## config.mk

```make
export PLATFORM = sky130hd
export DESIGN_NAME = div_ctrl
export DESIGN_NICKNAME = d
export VERILOG_FILES = /design/src/rtl/div_ctrl.sv
export SDC_FILE = /design/constraint.sdc
export NUM_CORES = 1
export LEC_CHECK = 0
export ABC_AREA = 1
export BUFFER_PORTS_ARGS = -buffer_cell sky130_fd_sc_hd__buf_2
export CAP_MARGIN = 5
export CORE_UTILIZATION = 45
export DETAILED_ROUTE_END_ITERATION = 10
export PLACE_DENSITY_LB_ADDON = 0.08
export SLEW_MARGIN = 20
export SYNTH_ARGS = -nofsm -noshare
export SYNTH_HDL_FRONTEND = slang
export SYNTH_SLANG_ARGS = --single-unit
```

## constraint.sdc

```tcl
create_clock -name clk -period 4.8 [get_ports clk]
set_input_delay 0.72 -clock clk [delete_from_list [all_inputs] [get_ports clk]]
set_output_delay 0.72 -clock clk [all_outputs]
set_load 0.01 [all_outputs]
```

## src/rtl/div_ctrl.sv

```systemverilog
// Divide-request sequencer between the EX stage, an iterative divider and the register-file write port.
// Optional result reuse for repeated operands is enabled with the DIV_RESULT_CACHE_EN macro.
module div_ctrl #(
    parameter int DW = 32
) (
    input  logic          clk,
    input  logic          rst,
    input  logic          div_req_i,
    input  logic [2:0]    funct3_i,
    input  logic [DW-1:0] rs1_data_i,
    input  logic [DW-1:0] rs2_data_i,
    input  logic [4:0]    rd_addr_i,
    input  logic          flush_i,
    output logic          div_en_o,
    output logic          div_signed_o,
    output logic [DW-1:0] div_dividend_o,
    output logic [DW-1:0] div_divisor_o,
    input  logic [DW-1:0] div_quot_i,
    input  logic [DW-1:0] div_rem_i,
    input  logic          div_done_i,
    input  logic          div_busy_i,
    output logic          stall_o,
    output logic          wb_en_o,
    output logic [4:0]    wb_addr_o,
    output logic [DW-1:0] wb_data_o,
    output logic [2:0]    state_dbg
);

    localparam logic [2:0] S_IDLE  = 3'd0;
    localparam logic [2:0] S_ISSUE = 3'd1;
    localparam logic [2:0] S_WAIT  = 3'd2;
    localparam logic [2:0] S_WB    = 3'd3;
    localparam logic [2:0] S_DRAIN = 3'd4;

    localparam logic [DW-1:0] ONES    = '1;
    localparam logic [DW-1:0] MIN_NEG = {1'b1, {(DW-1){1'b0}}};

    // Handshake: a request is taken only in IDLE, when div_req_i is high with a
    // divide-class funct3 and no flush is present in that same cycle.
    logic [2:0]    state;
    logic          sel_rem;
    logic          accept;
    logic          req_signed;
    logic          is_div0;
    logic          is_ovf;
    logic          cache_hit;
    logic          bypass;
    logic [DW-1:0] byp_quot;
    logic [DW-1:0] byp_rem;
    logic [DW-1:0] byp_data;

`ifdef DIV_RESULT_CACHE_EN
    logic          c_valid;
    logic          c_signed;
    logic [DW-1:0] c_dividend;
    logic [DW-1:0] c_divisor;
    logic [DW-1:0] c_quot;
    logic [DW-1:0] c_rem;

    assign cache_hit = c_valid && (rs1_data_i == c_dividend) &&
                       (rs2_data_i == c_divisor) && (req_signed == c_signed);
`else
    assign cache_hit = 1'b0;
`endif

    assign accept     = (state == S_IDLE) && div_req_i && funct3_i[2] && !flush_i;
    assign req_signed = ~funct3_i[0];
    assign is_div0    = (rs2_data_i == '0);
    assign is_ovf     = req_signed && (rs1_data_i == MIN_NEG) && (rs2_data_i == ONES);
    assign bypass     = is_div0 || is_ovf || cache_hit;

    // Special cases take priority over reuse; neither is ever stored for reuse.
    always_comb begin
        byp_quot = '0;
        byp_rem  = '0;
        if (is_div0) begin
            byp_quot = ONES;
            byp_rem  = rs1_data_i;
        end else if (is_ovf) begin
            byp_quot = rs1_data_i;
            byp_rem  = '0;
        end
`ifdef DIV_RESULT_CACHE_EN
        else if (cache_hit) begin
            byp_quot = c_quot;
            byp_rem  = c_rem;
        end
`endif
    end

    assign byp_data = funct3_i[1] ? byp_rem : byp_quot;

    always_ff @(posedge clk) begin
        if (rst) begin
            state          <= S_IDLE;
            sel_rem        <= 1'b0;
            div_signed_o   <= 1'b0;
            div_dividend_o <= '0;
            div_divisor_o  <= '0;
            wb_addr_o      <= '0;
            wb_data_o      <= '0;
`ifdef DIV_RESULT_CACHE_EN
            c_valid    <= 1'b0;
            c_signed   <= 1'b0;
            c_dividend <= '0;
            c_divisor  <= '0;
            c_quot     <= '0;
            c_rem      <= '0;
`endif
        end else begin
            case (state)
                S_IDLE: begin
                    if (accept) begin
                        div_dividend_o <= rs1_data_i;
                        div_divisor_o  <= rs2_data_i;
                        div_signed_o   <= req_signed;
                        sel_rem        <= funct3_i[1];
                        wb_addr_o      <= rd_addr_i;
                        if (bypass) begin
                            wb_data_o <= byp_data;
                            state     <= S_WB;
                        end else begin
                            state <= S_ISSUE;
                        end
                    end
                end
                S_ISSUE, S_WAIT: begin
                    if (flush_i) begin
                        state <= S_DRAIN;
`ifdef DIV_RESULT_CACHE_EN
                        c_valid <= 1'b0;
`endif
                    end else if (state == S_ISSUE) begin
                        state <= S_WAIT;
                    end else if (div_done_i) begin
                        wb_data_o <= sel_rem ? div_rem_i : div_quot_i;
                        state     <= S_WB;
`ifdef DIV_RESULT_CACHE_EN
                        c_valid    <= 1'b1;
                        c_signed   <= div_signed_o;
                        c_dividend <= div_dividend_o;
                        c_divisor  <= div_divisor_o;
                        c_quot     <= div_quot_i;
                        c_rem      <= div_rem_i;
`endif
                    end
                end
                S_WB: state <= S_IDLE;
                // The aborted divide keeps running; wait until it has fully retired.
                S_DRAIN: begin
                    if (!div_busy_i && !div_done_i) state <= S_IDLE;
                end
                default: state <= S_IDLE;
            endcase
        end
    end

    assign div_en_o  = (state == S_ISSUE);
    assign wb_en_o   = (state == S_WB) && !flush_i;
    assign stall_o   = accept || (state == S_ISSUE) || (state == S_WAIT) || (state == S_DRAIN);
    assign state_dbg = state;

endmodule

```

# Word level (Yosys, flattened, before mapping)
# Cells that the tools add are included.
# Widths: inputs -> output; s select.
[classes] eq_ne=13 muxes=18 n_bitwise=1 n_reduce_logical=21
[ops] op="$mux 32" n=10
[ops] op="$eq 32x32->1 const B" n=2
[ops] op="$pmux 32 s2" n=1
[ops] op="$logic_not 32->1" n=1
[ops] op="$mux 3" n=5
[ops] op="$ne 2x2->1 const B" n=6
[ops] op="$pmux 3 s3" n=1
[ops] op="$logic_and 1x1->1" n=7
[ops] op="$eq 3x2->1 const B" n=2
[ops] op="$reduce_and 6->1" n=1
[ops] op="$logic_or 1x1->1" n=4
[ops] op="$ne 4x4->1 const B" n=1
[ops] op="$eq 3x1->1 const B" n=1
[ops] op="$eq 3x3->1 const B" n=1
[ops] op="$logic_not 1->1" n=3
[ops] op="$logic_not 3->1" n=1
[ops] op="$reduce_and 3->1" n=1
[ops] op="$mux 2" n=1
[ops] op="$reduce_and 2->1" n=1
[ops] op="$reduce_bool 2->1" n=1
[ops] op="$reduce_or 2->1" n=1
[ops] op="$not 1->1" n=1
[word_totals] register_bits=106 input_bits=142 out_inout_bits=108 word_cells=60

# Logic depth before layout (Yosys ltp)
[depth] depth_word=9 mapped_depth=15 ltp_nobuf=14

# Least setup slack after synthesis
# Ideal clock, no wire load.
[synth_path] path_kind="input to output" from="in flush_i" to="out stall_o" t_arrival_ps=1246 t_required_ps=4080 slack_ps=2834 stages=4 n_path_buf=1 path_cell_list="inv_1 > nand4_4 > clkbuf_1 > nand2_1"
[synth_between] elab_chain_len=5
[synth_lines] item="from (decl)" line_no="13" rtl="input logic flush_i,"
[synth_lines] item="$logic_not 1->1" line_no="66" rtl="assign accept = (state == S_IDLE) && div_req_i && funct3_i[2] && !flush_i;"
[synth_lines] item="$logic_and 1x1->1" line_no="66"
[synth_lines] item="$logic_or 1x1->1 (3 in series)" line_no="160" rtl="assign stall_o = accept || (state == S_ISSUE) || (state == S_WAIT) || (state == S_DRAIN);"
[synth_lines] item="to (decl)" line_no="22" rtl="output logic stall_o,"
# No other way between the ends.

# Worst setup path in the final report
[layout_path] from="reg state[1], in the netlist state_dbg[1]" to="out stall_o"
[layout_between] elab_chain_len=7 word_cells_on_any_way=10 classes_between="eq/ne (3); reduce/logical (7)"
[layout_lines] item="from (decl)" line_no="40" rtl="logic [2:0] state;"
[layout_lines] item="from (signal assigned)" line_no="95" rtl="state <= S_IDLE;"
[layout_lines] item="from (signal assigned)" line_no="121" rtl="state <= S_WB;"
[layout_lines] item="from (signal assigned)" line_no="123" rtl="state <= S_ISSUE;"
[layout_lines] item="$logic_not 3->1" line_no="66"
[layout_lines] item="$logic_and 1x1->1 (3 in series)" line_no="66"
[layout_lines] item="$logic_or 1x1->1 (2 in series)" line_no="160"
[layout_lines] item="$logic_or 1x1->1 *" line_no="160"
# Every way passes the cells marked *; elsewhere a longest branch is shown, timed or not.

==> metrics.md <==
| Metric | Value |
|---|---|
| Status | `finished, final reports clean` |
| Share of layout cells above drive strength 1 | `around 27%` |
| Lkg Pwr | `between 0.003 and 0.004 uW` |
| # rows | `38` |
| Fmax | `0.3514 GHz` |
| Ports | `250` |
| Vias in the first global route | `~5.0k` |
| CP required | `a little over 4 ns` |
| Worst-Skew Late Latency | `0.34 ns` |
| Cell area after synthesis | `between 0.005 and 0.006 mm2` |
| CP Class | `register to output pin` |
| Largest net degree at the start of global routing | `75` |
| PortBufs | `249` |
| Crit path max-delay family | `buffers and inverters` |
| CTS tree | `done` |
| Buf/Inv on CP | `3` |
| Synth Flop Type | `dfxtp_1` |
| Synth top area share | `40.71%` |
| Min Clock Period, post-route | `between 2 and 3 ns` |
| CTS sink cnt | `about 110` |
| CP Launch Type | `register` |
| Clk root buf | `clkbuf_16` |
| Nets@finish | `1186` |
| Main area contributors after synthesis | `dfxtp_1, nor2_1, nand2_1` |
| DR iter-0 viols | `between 300 and 400` |
| Period utilization | `around three fifths` |
| Synth cell types | `24` |
| Total gr overflow | `0` |
| RSZ-0062 raised after global routing | `false` |
| Reg-to-reg startpoint | `state_dbg[2]` |
| R2R setup slack | `2.03 ns` |
| Drt pass-1 iters | `5` |
| Setup tns final | `0 ns` |
| Core area | `about 0.011 mm2` |
| Starting Density | `47.05%` |
| R2R cell count | `9` |
| Synth warnings | `0` |
| Hold EP | `div_divisor_o[24]` |
| Via count | `a little under 6k` |
| Power density over cell area | `about 450 mW/mm2` |
| Routability cong. | `0.8426` |
| Via density | `approximately 5` |
| Sequential share of the synthesized area | `approximately two fifths` |
| Detail Placement HPWL | `between 10000 and 15000 um` |
| Hold Startpoint | `div_divisor_o[24]` |
| Drt wl/cell | `about 14 um` |
| # fillers | `1164` |
| Relative slew slack | `29.97%` |
| Max cap viols | `0` |
| Reg2reg end | `wb_data_o[12]` |
| Ant diodes | `0` |
| H-tree Lvls | `3` |
| Final setup violation count | `0` |
| Final ANT Viol Nets | `0` |
| Worst path arrival time | `roughly 2.1 ns` |
| Slowest stage cell on the critical path | `inv_2` |
| Initial antenna violation count | `0` |
| Cell Chain, Critical Path | `inv_2 -> nand2_2 -> nand3_4 -> inv_2 -> nor2_1 -> nand2_1 -> buf_2` |
| Hold_buf cts | `0` |
| PostCTS Resize Cnt | `0` |
| Syn_area_per_cell | `about 6.2 um2` |
| Syn nets | `roughly 980` |
| #FFs+latches synth | `roughly 110` |
| WL final | `16710 um` |
| Worst hold path class | `register to register` |
| P&R area growth vs syn | `28.95%` |
| Setup crit end kind | `output pin` |
| Die area | `between 0.01 and 0.015 mm2` |
| Die width | `109.6 um` |
| First-pass GRT wire length | `around 25000 um` |
| Post-layout util | `between 60% and 70%` |
| Setup WS pre-CTS | `approximately 1.8 ns` |
| Hold Crit Depth | `2` |
| Worst slew pin tran | `1.050 ns` |
| Max-slew violations | `0` |
| Tot Pwr | `between 3000 and 4000 uW` |
| Post-synth ARST share | `0%` |
| Post-synth EDFFs | `0` |
| Final Hold Vio Count | `0` |
| CTS max path bufs | `2` |
| Gr usage total | `between 20% and 30%` |
| Number of buffers created by CTS | `9` |
| Worst vdd ir | `between 0.0003 and 0.0004 V` |
| Die Ht | `roughly 110 um` |
| Area leader, netlist | `dfxtp_1` |
| Worst-path fanout max | `46` |
| Top cell by count, worst path | `inv_2` |
| Final worst setup slack | `a little under 2 ns` |
| Post-Syn Instances | `around 840` |
| CP max stage delay | `approximately 0.63 ns` |
| Clock transition at the registers of the reported paths | `approximately 0.070 ns` |
| DR DRC count | `0` |
| Setup Skew | `0.007712 ns` |
| Postcts setup bufs | `0` |
## worst max-delay path by stage
stage	startpoint	end	slack (ns)	cells past startpoint
final	state_dbg[1]	stall_o	1.95	7
after global routing	state_dbg[1]	stall_o	1.72	7
after global placement	rs2_data_i[6]	wb_data_o[31]	1.82	14
after detailed placement	rs2_data_i[6]	wb_data_o[12]	1.78	15
after CTS	state_dbg[1]	stall_o	1.90	7
after floorplan	flush_i	stall_o	2.83	4
## through the flow
step	hold WS (ns)	area (um2)	cells
after floorplan	0.5105	5213	835
after global placement	0.4565	6425	1173
after detailed placement	0.4655	6425	1173
after CTS	0.4831	6720	1189
after global routing	0.5001	6721	1189
final	0.4755	6721	1189
## registers in the layout, indices dropped and copies added, names as in the netlist
signal          count
wb_data_o          32
state_dbg           3
div_dividend_o     32
sel_rem             1
div_divisor_o      32
div_signed_o        1
wb_addr_o           5
## cells by family (layout without fill, tap and decap cells)
logic type	Yosys count	in the layout	share of synthesized area, %
AOI/OAI and AO/OA	148	148	14.40
buffers and inverters	89	303	7.033
DFF	106	106	40.71
and+or+nand+nor	492	492	37.85
## Yosys cell counts (5+ instances only)
master and count:
nor2_1 221, o21ai_1 5, buf_2 20, o21ai_0 108
inv_1 25, a21oi_1 32, nand2_1 211, dfxtp_1 106
clkbuf_1 30, inv_2 9, nor3_1 6, nand3_1 42
## cell usage in the layout, fill, tap and decap left out, types with 2 or more instances in the layout
master,synthesis,final
a21oi_1,32,32
a31oi_1,2,2
buf_2,20,249
buf_4,0,4
clkbuf_1,30,2
clkbuf_16,0,9
clkinvlp_4,0,2
dfxtp_1,106,105
inv_1,25,23
inv_2,9,11
nand2_1,211,211
nand2_2,2,2
nand3_1,42,42
nand4_1,4,4
nor2_1,221,221
nor3_1,6,6
o21ai_0,108,108
o21ai_1,5,5
## cell type report
type / instances / area [um2] / area share (%)
sequential: 106 / 2123 / 31.59
clock buffer: 11 / 232.7 / 3.462
timing repair buffer: 253 / 1276 / 18.99
inverter: 34 / 127.6 / 1.899
tap: 140 / 175.2 / 2.606
multi-input combinational: 640 / 2724 / 40.52
clock inverter: 5 / 62.56 / 0.9308
## where the power goes
part,leakage (uW),internal [uW],switching (uW)
Sequential,0.000864,1060,109
Clock,0.000136,408,341
Combinational,0.00244,393,724
## routing by layer
layer  share of wire (%)  up-vias  GRT usage, %
met5                   0        -             0
met4                 1.7        0         8.190
met3                 7.7       24         5.216
met2                  45      232         43.67
met1                  45     2617         37.27
li1                    -     3065             -
## worst register-to-register path, stage by stage (launching register included)
cell,delay (ns)
dfxtp_1,0.46
inv_2,0.08
nand3_4,0.27
inv_2,0.36
nand2_1,0.19
o2111a_2,0.77
nand2_4,0.30
nand2_1,0.14
nand2_1,0.05
nor2_1,0.09
(Power assumes the default switching activity.)
